===== src/rtl/voice_pkg.sv =====
// rtl/voice_pkg.sv - shared widths, voice word layout and FSM encoding for the voice phase sweeper
package voice_pkg;

    localparam int NUM_VOICES = 16;
    localparam int VOICE_W    = 4;
    localparam int PHASE_W    = 24;
    localparam int INC_W      = 20;
    localparam int RAM_W      = 1 + INC_W + PHASE_W;

    // Voice word is {active, inc, phase}, MSB first
    localparam int PHASE_LSB  = 0;
    localparam int INC_LSB    = PHASE_W;
    localparam int ACT_BIT    = INC_W + PHASE_W;

    typedef enum logic [1:0] {
        ST_CLEAR = 2'd0,
        ST_IDLE  = 2'd1,
        ST_SWEEP = 2'd2
    } state_e;

endpackage


===== src/rtl/voice_phase_update.sv =====
// rtl/voice_phase_update.sv - combinational per-voice phase advance on one RAM word
module voice_phase_update
    import voice_pkg::*;
(
    input  logic [RAM_W-1:0]   word_i,
    output logic [RAM_W-1:0]   word_o,
    output logic               gate_o,
    output logic [PHASE_W-1:0] phase_o
);

    logic [INC_W-1:0]   inc;
    logic [PHASE_W-1:0] next_phase;

    // Split the word, advance the phase of gated voices (zero-extended add, carry dropped), repack
    always_comb begin
        gate_o     = word_i[ACT_BIT];
        inc        = word_i[INC_LSB +: INC_W];
        phase_o    = word_i[PHASE_LSB +: PHASE_W];
        next_phase = gate_o ? (phase_o + {{(PHASE_W - INC_W){1'b0}}, inc}) : phase_o;
        word_o     = {gate_o, inc, next_phase};
    end

endmodule


===== src/rtl/voice_phase_sweeper.sv =====
// rtl/voice_phase_sweeper.sv - per-sample voice state sweep over the voice RAM with MIDI command writes
module voice_phase_sweeper
    import voice_pkg::*;
(
    input  logic               clk,
    input  logic               rst_n,
    input  logic               sample_tick,
    input  logic               cmd_valid,
    output logic               cmd_ready,
    input  logic [VOICE_W-1:0] cmd_voice,
    input  logic               cmd_gate,
    input  logic [INC_W-1:0]   cmd_inc,
    output logic [VOICE_W-1:0] ram_addr_a,
    output logic [RAM_W-1:0]   ram_din_a,
    output logic               ram_wr_a,
    output logic [VOICE_W-1:0] ram_addr_b,
    input  logic [RAM_W-1:0]   ram_qb,
    output logic               ph_valid,
    output logic [VOICE_W-1:0] ph_voice,
    output logic               ph_active,
    output logic [PHASE_W-1:0] ph_value,
    output logic               sweep_done,
    output logic               overrun
);

    localparam int             CNT_W      = VOICE_W + 1;
    localparam logic [CNT_W-1:0] SWEEP_LAST = CNT_W'(NUM_VOICES);
    localparam logic [CNT_W-1:0] CLEAR_LAST = CNT_W'(NUM_VOICES - 1);
    localparam logic [CNT_W-1:0] CNT_ONE    = CNT_W'(1);

    state_e             state_q, state_d;
    logic [CNT_W-1:0]   cnt_q, cnt_d;
    logic [CNT_W-1:0]   cnt_prev;
    logic               overrun_q, overrun_d;
    logic               ph_valid_q, ph_valid_d;
    logic [VOICE_W-1:0] ph_voice_q, ph_voice_d;
    logic               ph_active_q, ph_active_d;
    logic [PHASE_W-1:0] ph_value_q, ph_value_d;
    logic               sweep_done_q, sweep_done_d;
    logic               wr_en;

    logic [RAM_W-1:0]   upd_word;
    logic               upd_gate;
    logic [PHASE_W-1:0] upd_phase;

    voice_phase_update u_update (
        .word_i  (ram_qb),
        .word_o  (upd_word),
        .gate_o  (upd_gate),
        .phase_o (upd_phase)
    );

    assign cnt_prev = cnt_q - CNT_ONE;

    // Next-state, counter and RAM port control; sweep cycle j reads voice j and writes back voice j-1
    always_comb begin
        state_d      = state_q;
        cnt_d        = cnt_q;
        overrun_d    = overrun_q;
        ph_valid_d   = 1'b0;
        ph_voice_d   = '0;
        ph_active_d  = 1'b0;
        ph_value_d   = '0;
        sweep_done_d = 1'b0;
        wr_en        = 1'b0;
        ram_addr_a   = '0;
        ram_din_a    = '0;
        ram_addr_b   = '0;
        cmd_ready    = 1'b0;

        case (state_q)
            ST_CLEAR: begin
                wr_en      = 1'b1;
                ram_addr_a = cnt_q[VOICE_W-1:0];
                if (cnt_q == CLEAR_LAST) begin
                    state_d = ST_IDLE;
                    cnt_d   = '0;
                end else begin
                    cnt_d = cnt_q + CNT_ONE;
                end
            end
            ST_IDLE: begin
                cmd_ready = ~sample_tick;
                if (sample_tick) begin
                    state_d = ST_SWEEP;
                    cnt_d   = '0;
                end else if (cmd_valid) begin
                    wr_en      = 1'b1;
                    ram_addr_a = cmd_voice;
                    ram_din_a  = {cmd_gate, cmd_inc, {PHASE_W{1'b0}}};
                end
            end
            ST_SWEEP: begin
                if (sample_tick) begin
                    overrun_d = 1'b1;
                end
                if (cnt_q < SWEEP_LAST) begin
                    ram_addr_b = cnt_q[VOICE_W-1:0];
                end
                if (cnt_q != '0) begin
                    wr_en       = 1'b1;
                    ram_addr_a  = cnt_prev[VOICE_W-1:0];
                    ram_din_a   = upd_word;
                    ph_valid_d  = 1'b1;
                    ph_voice_d  = cnt_prev[VOICE_W-1:0];
                    ph_active_d = upd_gate;
                    ph_value_d  = upd_phase;
                end
                if (cnt_q == SWEEP_LAST) begin
                    sweep_done_d = 1'b1;
                    state_d      = ST_IDLE;
                    cnt_d        = '0;
                end else begin
                    cnt_d = cnt_q + CNT_ONE;
                end
            end
            default: begin
                state_d = ST_CLEAR;
                cnt_d   = '0;
            end
        endcase
    end

    // State, counter and registered phase stream; reset restarts the clear pass
    always_ff @(posedge clk or negedge rst_n) begin
        if (!rst_n) begin
            state_q      <= ST_CLEAR;
            cnt_q        <= '0;
            overrun_q    <= 1'b0;
            ph_valid_q   <= 1'b0;
            ph_voice_q   <= '0;
            ph_active_q  <= 1'b0;
            ph_value_q   <= '0;
            sweep_done_q <= 1'b0;
        end else begin
            state_q      <= state_d;
            cnt_q        <= cnt_d;
            overrun_q    <= overrun_d;
            ph_valid_q   <= ph_valid_d;
            ph_voice_q   <= ph_voice_d;
            ph_active_q  <= ph_active_d;
            ph_value_q   <= ph_value_d;
            sweep_done_q <= sweep_done_d;
        end
    end

    // The reset state is CLEAR, which writes; mask the strobe so it drops the moment reset asserts
    assign ram_wr_a   = wr_en & rst_n;
    assign ph_valid   = ph_valid_q;
    assign ph_voice   = ph_voice_q;
    assign ph_active  = ph_active_q;
    assign ph_value   = ph_value_q;
    assign sweep_done = sweep_done_q;
    assign overrun    = overrun_q;

endmodule


===== config.mk =====
export PLATFORM = sky130hd
export DESIGN_NAME = voice_phase_sweeper
export DESIGN_NICKNAME = d
export VERILOG_FILES = /design/src/rtl/voice_pkg.sv /design/src/rtl/voice_phase_update.sv /design/src/rtl/voice_phase_sweeper.sv
export SDC_FILE = /design/constraint.sdc
export NUM_CORES = 1
export LEC_CHECK = 0
export CAP_MARGIN = 10
export CORE_MARGIN = 1.5
export CORE_UTILIZATION = 45
export CTS_CLUSTER_SIZE = 25
export DETAILED_ROUTE_END_ITERATION = 7
export HOLD_SLACK_MARGIN = 0.1
export PLACE_DENSITY = 0.87
export SLEW_MARGIN = 20
export SYNTH_ARGS = -nofsm -noshare
export SYNTH_HDL_FRONTEND = slang
export SYNTH_SLANG_ARGS = --single-unit

===== constraint.sdc =====
create_clock -name clk -period 3.6 [get_ports clk]
set_input_delay 0.36 -clock clk [delete_from_list [all_inputs] [get_ports clk]]
set_output_delay 0.36 -clock clk [all_outputs]
set_load 0.02 [all_outputs]

==> results_dict.tcl <==
set metrics [dict create \
    grt_start_max_net_pins 41 \
    track_usage_pct 28.97 \
    startpoint_type "input pin" \
    pwr-share-clk_pct 13.6 \
    cts_buffers 5 \
    yosysSeqAreaShare_pct 28.76 \
    final_util_pct 73.49 \
    r2r_cells 7 \
    stdcell_area_um2 5359 \
    p_int_mw 1.535 \
    max_clock_freq_mhz 280.8 \
    ir_drop_uv 197.3 \
    nNetsFinal 686 \
    fp.dieH_um 89.84 \
    drt_iter0_markers 258 \
    p_per_area_nw_per_um2 502.7 \
    finalCriticalPeriod_ns 3.561 \
    crit_chain "clkdlybuf4s50_1 > ha_1 > a21oi_1 > nand2_1 > o21ai_2 > a211oi_1 > or3_1 > a32o_1 > clkdlybuf4s50_1" \
    die_w_um 89.84 \
    clockRootBuffer "clkbuf_8" \
    max_stage_delay_ns 0.53 \
    io_pins 161 \
    switching_share_pct 43.01 \
    synth_fp_nets 515 \
    io_buffers 160 \
    path_class "in2out" \
    cts.path.max_buffers 2 \
    synth_seq_cells 39 \
    vias 3952 \
    setup_viol_count_final 0 \
    rows 31 \
    synth_cells 411 \
    synth_edf_count 0 \
    crit_buf_inv 2 \
    viasPerCell 5.795 \
    dr.pass1.iters 5 \
    multi_input_area_um2 2280 \
    grt_antenna_before_repair 0 \
    cp_data_required_time_ns 3.24 \
    layout_commonest_cell "clkdlybuf4s50_1" \
    cts_hold_buf 0 \
    dieArea_um2 8070 \
    worstSetupEndpointType "output port" \
    rrSetupSlack_ns 1.50 \
    grt_first_pass_wirelength_um 19090 \
    crit_arrival_ns 3.20 \
    drive_gt1_share_pct 8.405 \
    cp_slowest_cell "clkdlybuf4s50_1" \
    netlist_area_um2 3393 \
    wl_um 12060 \
    synth_area_per_cell_um2 8.256 \
    path_max_fanout 5 \
    diodes 0 \
    cts_tree "done" \
    rsz0062_at_grt "yes" \
    clock-sinks 39 \
    hold_viol 0 \
    h-tree-depth 2 \
    worst_pin_slew_ns 0.9065 \
    core_um2 7292 \
    async_flop_share_pct 100.0 \
    slew_headroom_pct 39.57 \
    gp_congestion 0.9155 \
    grt.overflow.total 0 \
    layout_common_cells "clkdlybuf4s50_1 (149), dfrtp_1 (39), nor2_1 (36)" \
    final.fill_count 585 \
    p_comb_share_pct 63.3 \
    fin_crit_sh_pct 98.92 \
    crit_family "buffers and inverters" \
    clkTransAtPathRegs_ns 0.08 \
    yosys_warnings 0 \
    grt_pass1_vias 3758 \
    ys_types 60 \
    regArea_um2 975.9 \
    drc 0 \
    r2r_end "cnt_q[3]" \
    cts_setup_buffers 0 \
    finalClockSkew_ns 0.008956 \
    start_util_pct 46.53 \
    switching_power_mw 1.159 \
    hp-class "in2async" \
    p_leak_nw 2.433 \
    synth_ff_type "dfrtp_1" \
    worstReg2RegStart "cnt_q[0]" \
    power_frac_seq_pct 23.1 \
    area_delta_synth_final_pct 57.93 \
    crit_top_cell "clkdlybuf4s50_1" \
    final_antenna_net_count 0 \
    place_area_um2 5210 \
    status "completed" \
    clk_latency_ns 0.29 \
    cap_viol_max_count 0 \
    hpwl_um 9478 \
    slew_viol_final 0 \
    wire_per_inst_um 17.68 \
]
==> cell families (layout without fill, tap and decap cells) <==
logic type / count (synthesis) / in the layout / share of synthesized area, %
AO/OA/AOI/OAI: 123 / 123 / 25.81
XOR/XNOR: 12 / 12 / 3.097
adder cells (fa/ha/maj): 30 / 30 / 11.28
buffers and inverters: 37 / 209 / 4.572
flip-flops: 39 / 39 / 28.76
multiplexers: 8 / 8 / 2.360
AND/OR/NAND/NOR: 162 / 162 / 24.12
==> registers in the layout, summed over array words and instances, names as in the netlist <==
name,count
sweep_done,1
ph_voice,4
ph_valid,1
ph_active,1
ph_value,24
cnt_q,5
state_q,2
overrun,1
==> stage by stage <==
step	setup WS (ns)	std cells	hold WS [ns]	power [mW]	TNS, ns
2_1_floorplan	0.9831	411	0.06441	1.564	0
3_3_place_gp	0.001137	674	0.4279	2.278	0
3_5_place_dp	-0.04042	674	0.4402	2.313	-0.04042
4_1_cts	0.01062	682	0.1290	2.690	0
5_1_grt	-0.01040	682	0.1555	2.847	-0.01040
6_report	0.03893	682	0.1146	2.694	0
==> cell type report <==
class / instances / share of cell area [%]
clock buffers: 6 / 1.541
clock inverters: 2 / 0.6537
inverters: 17 / 1.191
multi-input cells: 335 / 42.54
flip-flops and latches: 39 / 18.21
well taps: 99 / 2.311
repair buffers: 184 / 33.55
==> power by group through the flow <==
stage	Combinational (mW)	Sequential, mW	Clock, mW
final	1.70	0.623	0.366
after global routing	1.82	0.633	0.391
after CTS	1.70	0.620	0.372
after detailed placement	1.68	0.629	0
after global placement	1.65	0.625	0
after floorplan	0.855	0.709	0
==> how the worst max path moves through the flow <==
| stage | to | slack [ns] | depth (start not counted) | from |
|---|---|---|---|---|
| 6_report | ram_din_a[19] | 0.04 | 9 | ram_qb[4] |
| 5_1_grt | ram_din_a[19] | -0.01 | 9 | ram_qb[4] |
| 4_1_cts | ram_din_a[10] | 0.01 | 10 | ram_qb[0] |
| 3_5_place_dp | ram_din_a[16] | -0.04 | 10 | ram_qb[0] |
| 3_3_place_gp | ram_din_a[16] | 0.001 | 10 | ram_qb[0] |
| 2_1_floorplan | ram_din_a[16] | 0.98 | 8 | ram_qb[0] |
==> Yosys cell counts, types with 12 or more instances <==
cell type	number	area, um^2
clkbuf_1	12	45.04
ha_1	29	362.9
nor3_1	14	70.07
nand2_1	32	120.1
dfrtp_1	39	975.9
and2_1	24	150.1
nand3_1	21	105.1
a21oi_1	23	115.1
a22o_1	20	175.2
o21ai_0	22	110.1
nor2_1	36	135.1
inv_1	15	56.30
==> layer usage <==
metal	global-route usage (%)	part of all wire [%]
met1	38.73	43
met2	50.45	49
met3	2.876	6.3
met4	6.878	1.5
met5	0	0
==> repair_timing <==
action,4_1_cts,5_1_grt
endpoints found under the hold margin,0,0
pin swaps,0,2
resized for setup,1,12
endpoints found under the setup margin,1,11
(Power assumes the default switching activity.)
